**config.mk**
```make
export PLATFORM = sky130hd
export DESIGN_NAME = divider32
export DESIGN_NICKNAME = d
export VERILOG_FILES = /design/src/rtl/divider32.sv
export SDC_FILE = /design/constraint.sdc
export NUM_CORES = 1
export LEC_CHECK = 0
export CAP_MARGIN = 25
export CORE_UTILIZATION = 41
export DETAILED_ROUTE_END_ITERATION = 16
export GPL_ROUTABILITY_DRIVEN = 0
export PLACE_DENSITY_LB_ADDON = 0.25
export SETUP_SLACK_MARGIN = 0.4
export SYNTH_ARGS = -nofsm -noshare
export SYNTH_HDL_FRONTEND = slang
export SYNTH_SLANG_ARGS = --single-unit
export TNS_END_PERCENT = 100
```
**constraint.sdc**
```tcl
create_clock -name iClk -period 5.8 [get_ports iClk]
set_input_delay 0.58 -clock iClk [delete_from_list [all_inputs] [get_ports iClk]]
set_output_delay 0.58 -clock iClk [all_outputs]
set_load 0.005 [all_outputs]
```
**src/rtl/divider32.sv**
```systemverilog
// Iterative 32-bit restoring divider for DIV/DIVU: quotient to LO (oQ), remainder to HI (oR).
// Signed division is built only when DIVIDER32_SIGNED_EN is defined; otherwise every division is unsigned.
module divider32 (
  input  logic        iClk,
  input  logic        iRst,
  input  logic        iStart,
  input  logic        iSigned,
  input  logic [31:0] iDividend,
  input  logic [31:0] iDivisor,
  output logic        oBusy,
  output logic        oDone,
  output logic [31:0] oQ,
  output logic [31:0] oR,
  output logic        oDivZero
);

  typedef enum logic [1:0] {
    S_IDLE,
    S_RUN,
    S_DONE
  } state_t;

  state_t      state_q, state_d;
  logic [5:0]  cnt_q, cnt_d;
  logic [31:0] rem_q, rem_d;      // partial remainder
  logic [31:0] dvd_q, dvd_d;      // dividend shifts out as quotient bits shift in
  logic [31:0] dsr_q, dsr_d;      // divisor magnitude
  logic        q_sign_q, q_sign_d;
  logic        r_sign_q, r_sign_d;
  logic        div_zero_q, div_zero_d;
  logic [31:0] q_out_q, q_out_d;
  logic [31:0] r_out_q, r_out_d;
  logic        done_q, done_d;

  logic        dvd_neg, dsr_neg;
  logic [31:0] dvd_mag, dsr_mag;
  logic [32:0] rem_shift, trial;
  logic [31:0] q_fix, r_fix;

`ifdef DIVIDER32_SIGNED_EN
  always_comb begin
    dvd_neg = iSigned & iDividend[31];
    dsr_neg = iSigned & iDivisor[31];
    dvd_mag = dvd_neg ? -iDividend : iDividend;
    dsr_mag = dsr_neg ? -iDivisor : iDivisor;
    q_fix   = q_sign_q ? -dvd_q : dvd_q;
    r_fix   = r_sign_q ? -rem_q : rem_q;
  end
`else
  logic unused_signed;
  assign unused_signed = iSigned;

  always_comb begin
    dvd_neg = 1'b0;
    dsr_neg = 1'b0;
    dvd_mag = iDividend;
    dsr_mag = iDivisor;
    q_fix   = dvd_q;
    r_fix   = rem_q;
  end
`endif

  // Trial subtract is 33 bits wide: the shifted remainder can exceed 32 bits,
  // and bit 32 of the difference is the borrow that decides restore vs keep.
  always_comb begin
    rem_shift = {rem_q, dvd_q[31]};
    trial     = rem_shift - {1'b0, dsr_q};
  end

  // NOTE: every signal assigned in this block gets a default first, so no
  // path through the case leaves one unassigned and no latch is inferred.
  always_comb begin
    state_d    = state_q;
    cnt_d      = cnt_q;
    rem_d      = rem_q;
    dvd_d      = dvd_q;
    dsr_d      = dsr_q;
    q_sign_d   = q_sign_q;
    r_sign_d   = r_sign_q;
    div_zero_d = div_zero_q;
    q_out_d    = q_out_q;
    r_out_d    = r_out_q;
    done_d     = 1'b0;

    unique case (state_q)
      S_IDLE: begin
        if (iStart) begin
          dvd_d      = dvd_mag;
          dsr_d      = dsr_mag;
          q_sign_d   = dvd_neg ^ dsr_neg;
          r_sign_d   = dvd_neg;
          div_zero_d = (iDivisor == 32'd0);
          cnt_d      = 6'd0;
          rem_d      = 32'd0;
          state_d    = S_RUN;
        end
      end
      S_RUN: begin
        if (trial[32]) begin
          rem_d = rem_shift[31:0];
          dvd_d = {dvd_q[30:0], 1'b0};
        end else begin
          rem_d = trial[31:0];
          dvd_d = {dvd_q[30:0], 1'b1};
        end
        cnt_d = cnt_q + 6'd1;
        if (cnt_q == 6'd31) begin
          state_d = S_DONE;
        end
      end
      S_DONE: begin
        q_out_d = q_fix;
        r_out_d = r_fix;
        done_d  = 1'b1;
        state_d = S_IDLE;
      end
      default: state_d = S_IDLE;
    endcase
  end

  // NOTE: sequential state uses non-blocking assignments so every flop samples
  // the pre-edge values regardless of statement order.
  always_ff @(posedge iClk) begin
    if (iRst) begin
      state_q    <= S_IDLE;
      cnt_q      <= 6'd0;
      rem_q      <= 32'd0;
      dvd_q      <= 32'd0;
      dsr_q      <= 32'd0;
      q_sign_q   <= 1'b0;
      r_sign_q   <= 1'b0;
      div_zero_q <= 1'b0;
      q_out_q    <= 32'd0;
      r_out_q    <= 32'd0;
      done_q     <= 1'b0;
    end else begin
      state_q    <= state_d;
      cnt_q      <= cnt_d;
      rem_q      <= rem_d;
      dvd_q      <= dvd_d;
      dsr_q      <= dsr_d;
      q_sign_q   <= q_sign_d;
      r_sign_q   <= r_sign_d;
      div_zero_q <= div_zero_d;
      q_out_q    <= q_out_d;
      r_out_q    <= r_out_d;
      done_q     <= done_d;
    end
  end

  assign oBusy    = (state_q != S_IDLE);
  assign oDone    = done_q;
  assign oQ       = q_out_q;
  assign oR       = r_out_q;
  assign oDivZero = div_zero_q;

endmodule

```
# After elaboration in Yosys (flattened, before gate mapping)
# Index checks and enable logic that the tools add are counted.
# totals
wordCells,35
register_bits,170
in_bits,68
out_inout_bits,67
# op_classes
n_eq_ne,5
addsub,2
muxes,12
reduce_logical,7
# op_table
cell,count
$pmux W32 S2,2
$mux W32,3
$sub A33 B32 Y33,1
$logic_not A32 Y1,1
$pmux W6 S2,1
$add A6 B1 Y6 const B,1
$eq A6 B5 Y1 const B,1
$mux W6,1
$reduce_and A2 Y1,3
$mux W2,2
$ne A2 B2 Y1 const B,2
$pmux W2 S2,1
$reduce_bool A2 Y1,2
$eq A2 B1 Y1 const B,1
$eq A2 B2 Y1 const B,1
$logic_not A2 Y1,1
$mux W1,2

# Depth between registers and ports, before layout
# depth
depth_word,3
depth_mapped,15
mapped_depth_nobuf,13

# Worst setup path before layout
# No wires, ideal clock.
# synth_timing
path_kind,register to register
startpoint,register dvd_q[31]
endpoint,register rem_q[27] (netlist: r_fix[27])
setup_slack_ns,3.146
t_arrival_ns,2.530
path_stages_with_launch,16
n_path_buf,2
setup_ns,0.125
required_time_ns,5.675
cell_sequence,dfxtp_1 -> inv_1 -> ha_1 -> inv_1 -> fa_1 -> a21oi_1 -> o211ai_1 -> o211ai_2 -> a31oi_2 -> o21ai_1 -> a31oi_4 -> buf_6 -> xnor2_4 -> buf_6 -> a32oi_1 -> o31ai_1
# synth_between
elab_chain_len,3
# synth_lines
element,line,rtl
from (decl),26,"logic [31:0] dvd_q, dvd_d;"
from (signal assigned),140,dvd_q <= dvd_d;
$sub A33 B32 Y33,67,"trial = rem_shift - {1'b0, dsr_q};"
$mux W32,99,if (trial[32]) begin
$pmux W32 S2,85,unique case (state_q)
to (signal assigned),139,rem_q <= rem_d;
to (decl),25,"logic [31:0] rem_q, rem_d;"
# Every way passes these cells.
# A chain may end at the register's enable or synchronous reset.

# Final worst setup path
# layout_timing
startpoint,register dvd_q[31]
endpoint,register rem_q[22] (netlist: r_fix[22])
# The elaborated chain is that of the path after synthesis.

==> results.md <==
- Total leakage power: 3.835 nW
- Asr flop ratio synth: 0
- Final Skew: about 9 ps
- Hold_ws: between 400 and 500 ps
- Area Overhead vs Synth: 24.60%
- Mean Syn Cell Area: 7.682 sq um
- First DRT Iteration DRCs: slightly above 500
- Final Hold Viols: 0
- Routed WL: approximately 21000 microns
- Most frequent cells after synthesis: nand2_1, dfxtp_1, a21oi_1
- Worst Hold Class: flop to flop
- CTS clk-pin slew, worst paths: 70 ps
- Net Count, Synth: between 1000 and 1500
- Yosys synthesis warning count: 0
- Worst VDD drop: around 0.21 mV
- Outcome: complete, no violations
- Die width: roughly 140 microns
- Register area share after synthesis: 0.4106
- First-pass GRT wire length: about 34000 microns
- #FFs+latches synth: 170
- Post-DRT Antenna Nets: 0
- Max Cap Viol: 0
- I/O pins: roughly 140
- Average wire per standard cell: around 15 microns
- H-tree Lvls: 4
- CTS buffer count: 17
- Fmax achieved: 278.3 MHz
- EDFF count, synth: 0
- Total grt overflow: 0
- DR vias/cell: ~5.3
- Critical Path Fanout Max: 20
- Worst hold path startpoint: oR[23]$_SDFFE_PP0P_
- Die area: 0.02079 sq mm
- Post-CTS Resized: 0
- Final WS setup: about 2200 ps
- DR pass1 iterations: 7
- Hpwl dp: approximately 15000 microns
- Row Count: 51
- Overall global routing resource usage: 0.2087
- Diodes inserted: 0
- Setup TNS: 0 ps
- Pin count of the biggest net entering global routing: 84
- Synth Flop Type: dfxtp_1
- Synth top area share: 0.4106
- Cell Pwr Density: around 410 mW/mm^2
- DIE HEIGHT: approximately 140 microns
- Final Core Density: 0.5255
- Library cells used by synthesis: 56
- DRC violations left: 0
- RR Startpoint: dvd_q[31]$_SDFFE_PP0P_
- Tcrit/Tclk final: 0.6196
- Core Footprint: slightly below 0.02 sq mm
- Clock buffer depth: 2
- Initial Util: 0.4218
- Setup Buffers After CTS: 0
- Crit path from: dvd_q[31]$_SDFFE_PP0P_
- Clk_lat worst skew: approximately 430 ps
- Gate Count Post-Synth: between 1000 and 1500
- Layout cells sized above 1: 0.04851
- Setup WS pre-CTS: approximately 2200 ps
- Leading area contributor after synthesis: dfxtp_1
- Most numerous cell in the Yosys netlist: nand2_1
- Crit. End Element: flop
- Worst-margin pin slew: 1045 ps
- Clock sink count: 170
- CTS tree: built
- RSZ-0062 raised after global routing: false
- Top cells by area, synth: dfxtp_1, nand2_1, a21oi_1
- Vias: between 7000 and 8000
- CTS Hold Buffers Added: 0
- Post-route minimum period: around 3600 ps
- Critical path type: flop to flop
- Slew Viols, Final: 0
- Initial antenna violation count: 0
- Vias in the first global route: roughly 7000
- WP data arrival: ~4000 ps
- Req. time, crit path: approximately 6000 ps
- I/O Buffers: approximately 130
- Fin area: 0.01033 sq mm
- Cell Area, Synth: roughly 0.0083 sq mm
- CTS root buffer: clkbuf_16
- Critical Path Start Type: flop
- Final setup violation count: 0
- Relative slew slack: 0.3009
- Post-DP Area: approximately 0.0097 sq mm
- Nets: 1265
[power by group]
part | total [mW] | switching, mW | internal [mW]
registers | 1.37 | 0.116 | 1.26
clock network | 1.14 | 0.499 | 0.642
logic | 1.76 | 1.05 | 0.707
total | 4.27 | 1.67 | 2.60
[cells in the final DEF, fill, tap and decap left out, drive strengths merged, types with 2 or more instances in the layout]
| master | netlist | layout |
|---|---|---|
| nand3 | 66 | 66 |
| nor2 | 34 | 34 |
| o21bai | 6 | 6 |
| nand2 | 265 | 265 |
| clkinv | 0 | 6 |
| a32oi | 6 | 6 |
| a211oi | 4 | 4 |
| nor3 | 7 | 7 |
| ha | 33 | 33 |
| clkbuf | 60 | 17 |
| a31o | 3 | 3 |
| dfxtp | 170 | 170 |
| nand4 | 22 | 22 |
| and3 | 4 | 4 |
| a41oi | 6 | 6 |
| clkdlybuf4s50 | 0 | 132 |
| a31oi | 16 | 16 |
| o31ai | 3 | 3 |
| buf | 17 | 10 |
| xnor2 | 16 | 16 |
| xor2 | 14 | 14 |
| nor2b | 5 | 5 |
| a22oi | 32 | 32 |
| o21a | 3 | 3 |
| and2 | 4 | 4 |
| nand2b | 5 | 5 |
| nor3b | 4 | 4 |
| o211ai | 9 | 9 |
| a21o | 22 | 22 |
| o21ai | 15 | 15 |
| a21oi | 155 | 155 |
| clkinvlp | 0 | 2 |
| inv | 43 | 47 |
| nor4 | 11 | 11 |
| bufinv | 0 | 2 |
| a211o | 3 | 3 |
[area by class of cell]
cell class	count	area, sq um
Sequential cell	170	3403
Tap cell	265	331.6
Timing Repair Buffer	142	1396
Inverter	43	161.4
Fill cell	1967	9325
Clock buffer	17	425.4
Clock inverter	14	163.9
Multi-Input combinational cell	789	4447
[stage by stage]
step | power (mW) | cells
6_report | 4.272 | 1440
5_1_grt | 4.529 | 1440
4_1_cts | 4.274 | 1440
3_5_place_dp | 3.123 | 1409
3_3_place_gp | 3.114 | 1409
2_1_floorplan | 2.747 | 1079
[cell families (layout without fill, tap and decap cells)]
kind of cell	count (synthesis)	count (layout)	share of synthesized area
simple gates	431	431	0.2251
compound gates	293	293	0.2189
flops	170	170	0.4106
buf+inv	120	216	0.05721
fa+ha+maj	34	34	0.05223
xor+xnor	30	30	0.03487
mux	1	1	0.001208
[metal layers]
layer | GRT usage | vias to the layer above | wire length, microns
met3 | 0.03775 | 23 | 1109
met1 | 0.3135 | 3487 | 10960
met5 | 0 | - | 0
li1 | - | 3929 | -
met2 | 0.2998 | 223 | 9077
met4 | 0.06039 | 0 | 257
[worst max-delay path: stages, from the launching register on]
cell      delay, ps
dfxtp_1         310
inv_1           100
ha_1            180
inv_1            60
fa_1            400
a21oi_1         230
o211ai_1        160
o211ai_2        130
a31oi_2         130
o21ai_1         220
a31oi_4         290
xnor2_2         660
buf_4           330
nand2_1         120
o21ai_0         180
[worst paths after layout]
| path | to | slack, ps | depth (start not counted) |
|---|---|---|---|
| min reg2reg | oR[23]$_SDFFE_PP0P_ | 450 | 2 |
| max reg2reg | r_fix[22]$_SDFFE_PP0P_ | 2210 | 14 |
| max | r_fix[22]$_SDFFE_PP0P_ | 2210 | 14 |
| min | oR[23]$_SDFFE_PP0P_ | 450 | 2 |
[flip-flops by register name, summed over array words and instances, names as in the netlist]
register and cells:
state_q 2, oR 32, dsr_q 32, oQ 32, oDivZero 1, oDone 1
cnt_q 6, r_fix 32, dvd_q 32
(Power assumes the default switching activity.)
